### config.mk
export PLATFORM = sky130hd
export DESIGN_NAME = serial_add_ctrl_flat
export DESIGN_NICKNAME = d
export VERILOG_FILES = /design/src/rtl/serial_add_pkg.sv /design/src/rtl/serial_add_ctrl_if.sv /design/src/rtl/full_adder.sv /design/src/rtl/serial_add_ctrl.sv /design/src/flat_wrapper.sv
export SDC_FILE = /design/constraint.sdc
export NUM_CORES = 1
export LEC_CHECK = 0
export BUFFER_PORTS_ARGS = -buffer_cell sky130_fd_sc_hd__buf_4
export CAP_MARGIN = 0
export CORE_MARGIN = 2
export CORE_UTILIZATION = 25
export CTS_CLUSTER_DIAMETER = 200
export CTS_CLUSTER_SIZE = 14
export DETAILED_ROUTE_END_ITERATION = 8
export SETUP_SLACK_MARGIN = 0.2
export SYNTH_ARGS = -nofsm -noshare
export SYNTH_HDL_FRONTEND = slang
export SYNTH_HIERARCHICAL = 1
export SYNTH_SLANG_ARGS = --single-unit
export TNS_END_PERCENT = 5
### constraint.sdc
create_clock -name clk -period 1.7 [get_ports clk]
set_input_delay 0 -clock clk [delete_from_list [all_inputs] [get_ports clk]]
set_output_delay 0 -clock clk [all_outputs]
set_load 0.01 [all_outputs]
### src/rtl/serial_add_pkg.sv
// Shared definitions for the bit-serial adder controller: FSM state encoding
// and the default operand width.
package serial_add_pkg;

    localparam int DEFAULT_WIDTH = 8;

    typedef enum logic [1:0] {
        IDLE = 2'd0,
        RUN  = 2'd1,
        DONE = 2'd2
    } state_t;

endpackage

### src/rtl/serial_add_ctrl_if.sv
// Request/result bundle between a requesting datapath (master) and the
// bit-serial adder controller (slave).
interface serial_add_ctrl_if
    import serial_add_pkg::*;
#(
    parameter int WIDTH = DEFAULT_WIDTH
) ();

    logic             start;
    logic [WIDTH-1:0] a;
    logic [WIDTH-1:0] b;
    logic             cin;
    logic             busy;
    logic             done;
    logic [WIDTH-1:0] sum;
    logic             cout;

    modport master (
        output start, a, b, cin,
        input  busy, done, sum, cout
    );

    modport slave (
        input  start, a, b, cin,
        output busy, done, sum, cout
    );

endinterface

### src/rtl/full_adder.sv
// Single-bit combinational full adder cell, shared by the serial controller.
module full_adder (
    input  logic a,
    input  logic b,
    input  logic cin,
    output logic sum,
    output logic carry
);

    assign sum   = a ^ b ^ cin;
    assign carry = (a & b) | (cin & (a ^ b));

endmodule

### src/rtl/serial_add_ctrl.sv
// Bit-serial adder: streams operand bit pairs LSB first through one shared
// full_adder, keeping the carry in a flop between steps.
module serial_add_ctrl
    import serial_add_pkg::*;
#(
    parameter int WIDTH = DEFAULT_WIDTH
) (
    input  logic             clk,
    input  logic             rst_n,
    serial_add_ctrl_if.slave bus
);

    localparam int            CW   = $clog2(WIDTH);
    localparam logic [CW-1:0] LAST = CW'(WIDTH - 1);

    state_t           state;
    state_t           state_nxt;
    logic [WIDTH-1:0] a_sr;
    logic [WIDTH-1:0] b_sr;
    logic [WIDTH-1:0] s_sr;
    logic [WIDTH-1:0] sum_q;
    logic             carry;
    logic             cout_q;
    logic [CW-1:0]    cnt;
    logic             fa_sum;
    logic             fa_carry;
    logic             busy;
    logic             done;

    // Adder inputs come straight from the shift-register LSBs so they never float.
    full_adder u_fa (
        .a     (a_sr[0]),
        .b     (b_sr[0]),
        .cin   (carry),
        .sum   (fa_sum),
        .carry (fa_carry)
    );

    always_ff @(posedge clk) begin
        if (!rst_n) state <= IDLE;
        else        state <= state_nxt;
    end

    always_comb begin
        state_nxt = state;
        busy      = 1'b0;
        done      = 1'b0;
        case (state)
            IDLE: begin
                if (bus.start) state_nxt = RUN;
            end
            RUN: begin
                busy = 1'b1;
                if (cnt == LAST) state_nxt = DONE;
            end
            DONE: begin
                busy      = 1'b1;
                done      = 1'b1;
                state_nxt = IDLE;
            end
            default: state_nxt = IDLE;
        endcase
    end

    // The sum bits enter at the MSB end, so after WIDTH steps s_sr is aligned.
    always_ff @(posedge clk) begin
        if (!rst_n) begin
            a_sr   <= '0;
            b_sr   <= '0;
            s_sr   <= '0;
            carry  <= 1'b0;
            cnt    <= '0;
            sum_q  <= '0;
            cout_q <= 1'b0;
        end else begin
            case (state)
                IDLE: begin
                    if (bus.start) begin
                        a_sr  <= bus.a;
                        b_sr  <= bus.b;
                        carry <= bus.cin;
                        cnt   <= '0;
                    end
                end
                RUN: begin
                    s_sr  <= {fa_sum, s_sr[WIDTH-1:1]};
                    carry <= fa_carry;
                    a_sr  <= {1'b0, a_sr[WIDTH-1:1]};
                    b_sr  <= {1'b0, b_sr[WIDTH-1:1]};
                    cnt   <= cnt + CW'(1);
                end
                DONE: begin
                    sum_q  <= s_sr;
                    cout_q <= carry;
                end
                default: ;
            endcase
        end
    end

    assign bus.busy = busy;
    assign bus.done = done;
    assign bus.sum  = sum_q;
    assign bus.cout = cout_q;

endmodule

### src/flat_wrapper.sv
// flat-port wrapper written by rule: the top's interface ports become plain ports
module serial_add_ctrl_flat import serial_add_pkg::*;
#(
    parameter int WIDTH = DEFAULT_WIDTH
)
  (clk, rst_n, bus_start, bus_a, bus_b, bus_cin, bus_busy, bus_done, bus_sum, bus_cout);
  serial_add_ctrl_if #(.WIDTH(WIDTH)) bus_i ();
  input  logic clk;
  input  logic rst_n;
  input wire logic [$bits(bus_i.start)-1:0] bus_start;
  input wire logic [$bits(bus_i.a)-1:0] bus_a;
  input wire logic [$bits(bus_i.b)-1:0] bus_b;
  input wire logic [$bits(bus_i.cin)-1:0] bus_cin;
  output wire logic [$bits(bus_i.busy)-1:0] bus_busy;
  output wire logic [$bits(bus_i.done)-1:0] bus_done;
  output wire logic [$bits(bus_i.sum)-1:0] bus_sum;
  output wire logic [$bits(bus_i.cout)-1:0] bus_cout;
  assign bus_i.start = bus_start;
  assign bus_i.a = bus_a;
  assign bus_i.b = bus_b;
  assign bus_i.cin = bus_cin;
  assign bus_busy = bus_i.busy;
  assign bus_done = bus_i.done;
  assign bus_sum = bus_i.sum;
  assign bus_cout = bus_i.cout;
  serial_add_ctrl #(.WIDTH(WIDTH)) u_core (.clk(clk), .rst_n(rst_n), .bus(bus_i));
endmodule
==> results of run 1 <==
## synth_stat cells (all sizes together)
| cell type | count |
|---|---|
| a211oi | 16 |
| buf | 9 |
| mux2 | 1 |
| a21oi | 5 |
| inv | 4 |
| or2b | 1 |
| ha | 6 |
| nand2b | 1 |
| nand2 | 3 |
| nand3b | 3 |
| clkbuf | 2 |
| nor2 | 34 |
| mux2i | 33 |
| a32oi | 2 |
| nand3 | 1 |
| a21o | 1 |
| dfxtp | 39 |
| fa | 1 |
## final cells by class
type / count / share of cell area
repair buffers: 37 / 0.127
multi-input cells: 111 / 0.434
well taps: 96 / 0.0532
flip-flops and latches: 39 / 0.347
clock buffers: 6 / 0.0322
inverters: 4 / 0.00666
## flip-flops by register name, indices dropped and copies added, names as in the netlist
register,flops
u_core/a_sr,8
u_core/b_sr,8
u_core/bus.cout,1
u_core/bus.sum,8
u_core/carry,1
u_core/cnt,3
u_core/s_sr,8
u_core/state,2
## cells by family (layout without fill, tap and decap cells)
group / count (synthesis) / in the layout / synth area share
AOI/OAI and AO/OA: 24 / 24 / 0.137
adders and majority gates: 7 / 7 / 0.0532
buffers and inverters: 15 / 47 / 0.0609
DFF: 39 / 39 / 0.437
muxes: 34 / 37 / 0.193
and+or+nand+nor: 43 / 43 / 0.119
## how the worst max path moves through the flow
stage,to,cells past startpoint,start,slack (ns)
2_1_floorplan,u_core/a_sr[7],6,u_core/state[0],0.27
3_3_place_gp,u_core/b_sr[0],5,u_core/state[0],0.13
3_5_place_dp,u_core/carry,5,u_core/state[0],0.08
4_1_cts,u_core/carry,5,u_core/state[1],0.17
5_1_grt,u_core/a_sr[7],6,u_core/state[1],0.17
6_report,u_core/b_sr[0],4,u_core/state[0],0.26
## worst max-delay path, delay by kind of cell (launching register included)
family	cells	cell delay (ns)
mux	1	0.47
flops	1	0.35
buf+inv	1	0.12
compound gates	1	0.19
fa+ha+maj	1	0.22
## through the flow
stage | area, um^2 | utilization | hold slack, ns | instances
after floorplan | 1790 | - | 0.164 | 162
after global placement | 2080 | 0.302 | 0.292 | 282
after detailed placement | 2080 | 0.302 | 0.301 | 282
after CTS | 2210 | 0.321 | 0.0763 | 291
after global routing | 2260 | 0.328 | 0.0848 | 293
final | 2260 | 0.328 | 0.0763 | 293
## power by group through the flow
stage / registers, mW / logic, mW / clock network (mW)
after global placement: 1.06 / 0.509 / 0
after global routing: 1.06 / 0.654 / 0.629
after floorplan: 1.06 / 0.449 / 0
final: 1.05 / 0.594 / 0.571
after detailed placement: 1.07 / 0.515 / 0
after CTS: 1.05 / 0.564 / 0.591
## metal layers
layer	global-route usage	vias to the layer above
li1	-	643
met1	0.117	571
met2	0.148	25
met3	0.0336	5
met4	0.0537	0
met5	0	-
## what timing repair did
item / CTS / global route
hold buffers: 2 / 0
cloned: 1 / 2
resized for setup: 5 / 4
hold endpoints to repair: 2 / 0
endpoints found under the setup margin: 20 / 22
==> impl_metrics.tcl, run 1 <==
set metrics [dict create \
    place_congestion 0.673 \
    via_count 1244 \
    postSynthAreaPerCell_um2 11.0 \
    min_path_cells 3 \
    p_switching_mw 0.659 \
    row_count 30 \
    dr.max_layer_used "met4" \
    timing.rr.start "u_core/state[0]" \
    fin_nets 225 \
    max_freq_mhz 694 \
    grtUsageTotal 0.0962 \
    min_to "u_core/state[0]" \
    reg2reg_to "u_core/b_sr[0]" \
    met2_length_mm 1.60 \
    diodes 0 \
    p_per_area_nw_per_um2 981 \
    ys_seq_area_frac 0.437 \
    gr-total-overflow 0 \
    hpwl_mm 2.20 \
    clock_latency_ns 0.29 \
    critPathLaunchType "register" \
    htreeDepth 2 \
    cts_tree "built" \
    initial_core_util 0.260 \
    io_pins 31 \
    die_w_um 88.6 \
    required_ns 1.91 \
    totalWireLength_mm 3.61 \
    dpl_worst_slack_ns 0.0764 \
    root_buffer "clkbuf_8" \
    cp-end-kind "register" \
    status "complete, no violations" \
    worst_pin_slew_ns 0.505 \
    vdd_drop_max_uv 286 \
    wl_met3_um 233 \
    rrSetupSlack_ns 0.26 \
    drv_cap 0 \
    seq_area_um2 782 \
    clockBufferDepth 2 \
    antenna_found_initial 0 \
    drt_first_iter_violations 84 \
    skew_ns 0.00565 \
    met1_length_mm 1.69 \
    slowest_delay_ns 0.47 \
    rr_worst_depth 4 \
    timing.final.ws_setup_ns 0.259 \
    synth_top_area_share 0.437 \
    drt_pre_antenna_iters 4 \
    totalPowerFinal_mw 2.21 \
    finalCritPeriodShare 0.847 \
    postCtsSetupRepairBufs 0 \
    syn_area_um2 1790 \
    path_max_fanout 8 \
    layout_commonest_cell "dfxtp_1" \
    pwr-share-comb 0.268 \
    grt_max_degree 40 \
    hold_viol 0 \
    seq_power_share 0.474 \
    grt_pass1_wl_mm 5.69 \
    maxSlewHeadroom 0.663 \
    rsz0062_at_grt "yes" \
    dieArea_um2 7840 \
    crit_path_top_delay_cell "mux2_2" \
    cts.sinks 39 \
    die_h_um 88.6 \
    avgRoutedWirePerCell_um 12.3 \
    core_area_um2 6870 \
    ys_types 23 \
    ant_nets 0 \
    critPathArrivalTime_ns 1.65 \
    num-fill-cells 700 \
    synthCells 162 \
    synth_fp_nets 189 \
    layout_min_cycle_time_ns 1.44 \
    final_layout_size_suffix_gt1_frac 0.391 \
    hold_path_class "in -> reg" \
    swShare 0.298 \
    p_int_mw 1.55 \
    viasPerCell 4.25 \
    drc 0 \
    slew_violations 0 \
    synthTopCellsByArea "dfxtp_1 (44%), mux2i_1 (18%), a211oi_2 (10%)" \
    path_class "reg -> reg" \
    p_leak_nw 0.863 \
    setup_viol 0 \
    yosysWarnings 6 \
    clkPwrFrac 0.258 \
    synth_seq_cells 39 \
    cp_cell_sequence "inv_1, ha_4, mux2_2, a211oi_2" \
    layout_common_cells "dfxtp_1 (38), buf_4 (34), mux2i_1 (32)" \
    grt_pass1_vias 1207 \
    finalSetupTns_ns 0 \
    yosysTopAreaCell "dfxtp_1" \
    multiInputGateArea_um2 980 \
    clkTransAtPathRegs_ns 0.07 \
    syn_to_final_growth_pct 26.2 \
    cts_buffers 5 \
    min_from "bus_start" \
    port_buffers 30 \
]
No activity file was read; power rests on OpenSTA's default activity.
==> inputs of run 2 (changes only) <==
clock period = 1.48 ns   (was 1.7 ns; I/O delays follow)
==> impl_metrics.tcl, run 2 (same netlist as run 1, synthesis figures left out) <==
set metrics [dict create \
    status "complete, no violations" \
    fin_nets 230 \
    htreeDepth 2 \
    path_class "reg -> reg" \
    p_per_area_nw_per_um2 1140 \
    setup_viol 0 \
    gr-total-overflow 0 \
    grt_pass1_vias 1235 \
    core_area_um2 6870 \
    cts_buffers 5 \
    dieArea_um2 7840 \
    required_ns 1.64 \
    layout_common_cells "buf_4 (37), dfxtp_1 (37), mux2i_1 (33)" \
    syn_to_final_growth_pct 34.3 \
    hold_viol 0 \
    finalSetupTns_ns 0 \
    critPathArrivalTime_ns 1.53 \
    antenna_found_initial 0 \
    die_w_um 88.6 \
    ant_nets 0 \
    totalWireLength_mm 3.63 \
    avgRoutedWirePerCell_um 12.1 \
    drt_pre_antenna_iters 3 \
    hold_path_class "in -> reg" \
    clockBufferDepth 2 \
    drc 0 \
    slew_violations 0 \
    skew_ns 0.00295 \
    p_int_mw 1.92 \
    clkPwrFrac 0.262 \
    max_freq_mhz 729 \
    clock_latency_ns 0.29 \
    via_count 1265 \
    port_buffers 30 \
    pwr-share-comb 0.291 \
    num-fill-cells 683 \
    finalCritPeriodShare 0.927 \
    grt_pass1_wl_mm 5.87 \
    die_h_um 88.6 \
    grt_max_degree 40 \
    diodes 0 \
    placed_cell_area_um2 2110 \
    place_congestion 0.693 \
    dpl_worst_slack_ns -0.0291 \
    utilization 0.350 \
    root_buffer "clkbuf_8" \
    timing.final.ws_setup_ns 0.108 \
    layout_min_cycle_time_ns 1.37 \
    maxSlewHeadroom 0.664 \
    row_count 30 \
    viasPerCell 4.23 \
    cts_tree "built" \
    seq_power_share 0.447 \
    cts.sinks 39 \
    path_max_fanout 8 \
    cp_cell_sequence "inv_4, ha_4, mux2_8, nand3b_1, a21oi_2" \
    rsz0062_at_grt "yes" \
    design_area_um2 2400 \
    final_layout_size_suffix_gt1_frac 0.443 \
    cp-end-kind "register" \
    crit_path_top_delay_cell "mux2_8" \
    initial_core_util 0.260 \
    clkTransAtPathRegs_ns 0.07 \
    io_pins 31 \
    p_leak_nw 0.928 \
    hpwl_mm 2.18 \
    worst_pin_slew_ns 0.504 \
    swShare 0.295 \
    drv_cap 0 \
    p_switching_mw 0.804 \
    vdd_drop_max_uv 321 \
    grtUsageTotal 0.0976 \
    critPathLaunchType "register" \
    drt_first_iter_violations 67 \
    slowest_delay_ns 0.44 \
]
==> run 2: layer usage <==
layer / wire (um) / global-route usage / vias to the layer above
met2: 1700 / 0.147 / 21
met1: 1650 / 0.122 / 590
met3: 198 / 0.0317 / 6
met4: 89 / 0.0579 / 0
met5: 0 / 0 / -
li1: - / - / 648
==> run 2: power groups by stage <==
stage | clock, mW | combinational, mW | sequential (mW)
finish | 0.714 | 0.793 | 1.22
global route | 0.787 | 0.858 | 1.23
CTS | 0.745 | 0.719 | 1.21
detailed placement | 0 | 0.618 | 1.23
global placement | 0 | 0.611 | 1.23
floorplan | 0 | 0.545 | 1.22
==> run 2: worst paths after layout <==
check	start	endpoint	slack (ns)	cells after the start
setup / recovery	u_core/state[0]	u_core/a_sr[7]	0.11	5
setup reg to reg	u_core/state[0]	u_core/a_sr[7]	0.11	5
hold reg to reg	u_core/b_sr[7]	u_core/b_sr[7]	0.46	2
hold / removal	bus_start	u_core/state[0]	0.08	3
==> run 2: per-stage QoR <==
step           hold slack [ns]  instances  power [mW]
6_report                0.0756        299        2.73
5_1_grt                 0.0808        299        2.88
4_1_cts                 0.0593        294        2.68
3_5_place_dp             0.295        282        1.85
3_3_place_gp             0.287        282        1.84
2_1_floorplan            0.163        162        1.76
==> run 2: area by class of cell <==
cell class | instances | area [um^2] | share of cell area
clock buffer | 6 | 82.6 | 0.0344
clock inverter | 1 | 5.00 | 0.00208
tap | 96 | 120 | 0.0500
timing repair buffer | 42 | 358 | 0.149
inverter | 4 | 20.0 | 0.00834
multi-input combinational | 111 | 1030 | 0.429
sequential | 39 | 786 | 0.327
==> run 2: worst max-delay path: cells and delay by family, from the launching register on <==
kind            cells  cell delay, ns
flops               1            0.37
mux                 1            0.44
compound gates      1            0.05
simple gates        1            0.12
buf+inv             1            0.06
fa+ha+maj           1            0.20
==> run 2: timing repair <==
item,4_1_cts,5_1_grt
setup buffers,0,5
hold buffers,2,0
cloned,3,0
gates resized for setup,10,10
pin swaps,1,2
hold endpoints to repair,2,0
setup endpoints to repair,30,23
==> inputs of run 3 (changes only) <==
clock period = 1.5 ns   (was 1.48 ns; I/O delays follow)
==> impl_metrics.tcl, run 3 (same netlist as run 1, synthesis figures left out) <==
set metrics [dict create \
    htreeDepth 2 \
    layout_min_cycle_time_ns 1.38 \
    cts.sinks 39 \
    skew_ns 0.0115 \
    drt_first_iter_violations 61 \
    row_count 30 \
    crit_path_top_delay_cell "mux2_8" \
    core_area_um2 6870 \
    antenna_found_initial 0 \
    worst_pin_slew_ns 0.491 \
    drt_pre_antenna_iters 4 \
    cpLargestDelayFamily "multiplexers" \
    grtUsageTotal 0.100 \
    p_leak_nw 0.926 \
    grt_pass1_vias 1214 \
    syn_to_final_growth_pct 33.2 \
    slew_violations 0 \
    dpl.cell_count 284 \
    totalPowerFinal_mw 2.97 \
    rrSetupSlack_ns 0.12 \
    fin_nets 228 \
    path_class "reg -> reg" \
    via_count 1275 \
    instances_no_fill 298 \
    status "complete, no violations" \
    pwr-share-comb 0.245 \
    port_buffers 30 \
    p_int_mw 2.16 \
    place_congestion 0.685 \
    p_switching_mw 0.818 \
    drc 0 \
    clockBufferDepth 2 \
    path_depth 5 \
    cts_buffers 5 \
    die_w_um 88.6 \
    clkTransAtPathRegs_ns 0.08 \
    slowest_delay_ns 0.44 \
    viasPerCell 4.28 \
    maxSlewHeadroom 0.673 \
    rsz0062_at_grt "yes" \
    clock_latency_ns 0.30 \
    hpwl_mm 2.28 \
    root_buffer "clkbuf_8" \
    grt_max_degree 40 \
    clkPwrFrac 0.352 \
    ant_nets 0 \
    totalWireLength_mm 3.77 \
    critPathCapture "u_core/carry" \
    diodes 0 \
    avgRoutedWirePerCell_um 12.6 \
    path_max_fanout 8 \
    layout_common_cells "buf_4 (37), dfxtp_1 (37), mux2i_1 (33)" \
    die_h_um 88.6 \
    setup_viol 0 \
    crit_start "u_core/state[0]" \
    hold_path_class "in -> reg" \
    dieArea_um2 7840 \
    reg2reg_to "u_core/carry" \
    required_ns 1.66 \
    cts_tree "built" \
    grt_pass1_wl_mm 5.99 \
    drv_cap 0 \
    p_per_area_nw_per_um2 1250 \
    seq_power_share 0.402 \
    critPathArrivalTime_ns 1.54 \
    swShare 0.275 \
    num-fill-cells 702 \
    max_freq_mhz 726 \
    initial_core_util 0.260 \
    timing.rr.start "u_core/state[0]" \
    utilization 0.347 \
    hold_viol 0 \
    finalSetupTns_ns 0 \
    critPathLaunchType "register" \
    rr_worst_depth 5 \
    finalCritPeriodShare 0.919 \
    path_buf_inv 1 \
    final_layout_size_suffix_gt1_frac 0.431 \
    gr-total-overflow 0 \
    cp-end-kind "register" \
    vdd_drop_max_uv 473 \
    cp_cell_sequence "inv_4, ha_4, mux2_8, nor2_2, a211oi_2" \
    io_pins 31 \
]
==> run 3: cell count changes in the layout (fill, tap and decap cells not counted), sizes merged <==
cell / before / now
buf: 40 / 38
bufinv: 0 / 2
clkinv: 1 / 0
==> run 3: cell type report <==
type / count / area, um^2 / area share
Clock buffer: 6 / 72.6 / 0.0305
Tap cell: 96 / 120 / 0.0504
Clock inverter: 2 / 60.1 / 0.0252
Sequential cell: 39 / 786 / 0.330
Multi-Input combinational cell: 111 / 1010 / 0.422
Timing Repair Buffer: 40 / 318 / 0.133
Inverter: 4 / 20.0 / 0.00840
==> run 3: worst min path at each step <==
stage / start / end / slack, ns / cells past startpoint
after floorplan: bus_a[7] / u_core/a_sr[7] / 0.17 / 2
after global placement: bus_b[7] / u_core/b_sr[7] / 0.29 / 3
after detailed placement: bus_a[7] / u_core/a_sr[7] / 0.30 / 3
after CTS: bus_start / u_core/state[0] / 0.06 / 3
after global routing: bus_a[2] / u_core/a_sr[2] / 0.09 / 3
final: bus_a[5] / u_core/a_sr[5] / 0.07 / 3
==> run 3: metal layers <==
layer / track usage / up-vias / part of all wire
met3: 0.0271 / 6 / 0.049
li1: - / 642 / -
met4: 0.0496 / 0 / 0.020
met1: 0.135 / 607 / 0.48
met5: 0 / - / 0
met2: 0.148 / 20 / 0.45
==> run 3: worst reg2reg max path: stages, from the launching register on <==
cell and delay (ns):
dfxtp_4 0.37, inv_4 0.07, ha_4 0.21, mux2_8 0.44, nor2_2 0.12, a211oi_2 0.05
==> run 3: what timing repair did <==
item                       CTS  global route
resized for setup            9             3
pin swaps                    3             0
hold buffers                 2             0
setup buffers                1             0
cloned                       3             0
hold endpoints to repair     2             0
setup endpoints to repair   20            23
==> run 3: power by group through the flow <==
stage	sequential [mW]	clock, mW	combinational (mW)
3_3_place_gp	1.21	0	0.615
4_1_cts	1.20	1.07	0.725
6_report	1.20	1.05	0.730
5_1_grt	1.21	1.10	0.796
2_1_floorplan	1.20	0	0.526
3_5_place_dp	1.21	0	0.622
==> run 3: stage by stage <==
step                instance area, um^2  hold slack, ns  setup slack [ns]
finish                             2380          0.0739             0.122
global route                       2380          0.0859            0.0771
CTS                                2370          0.0585             0.122
detailed placement                 2120           0.300           -0.0448
global placement                   2120           0.293           0.00713
floorplan                          1810           0.167             0.195
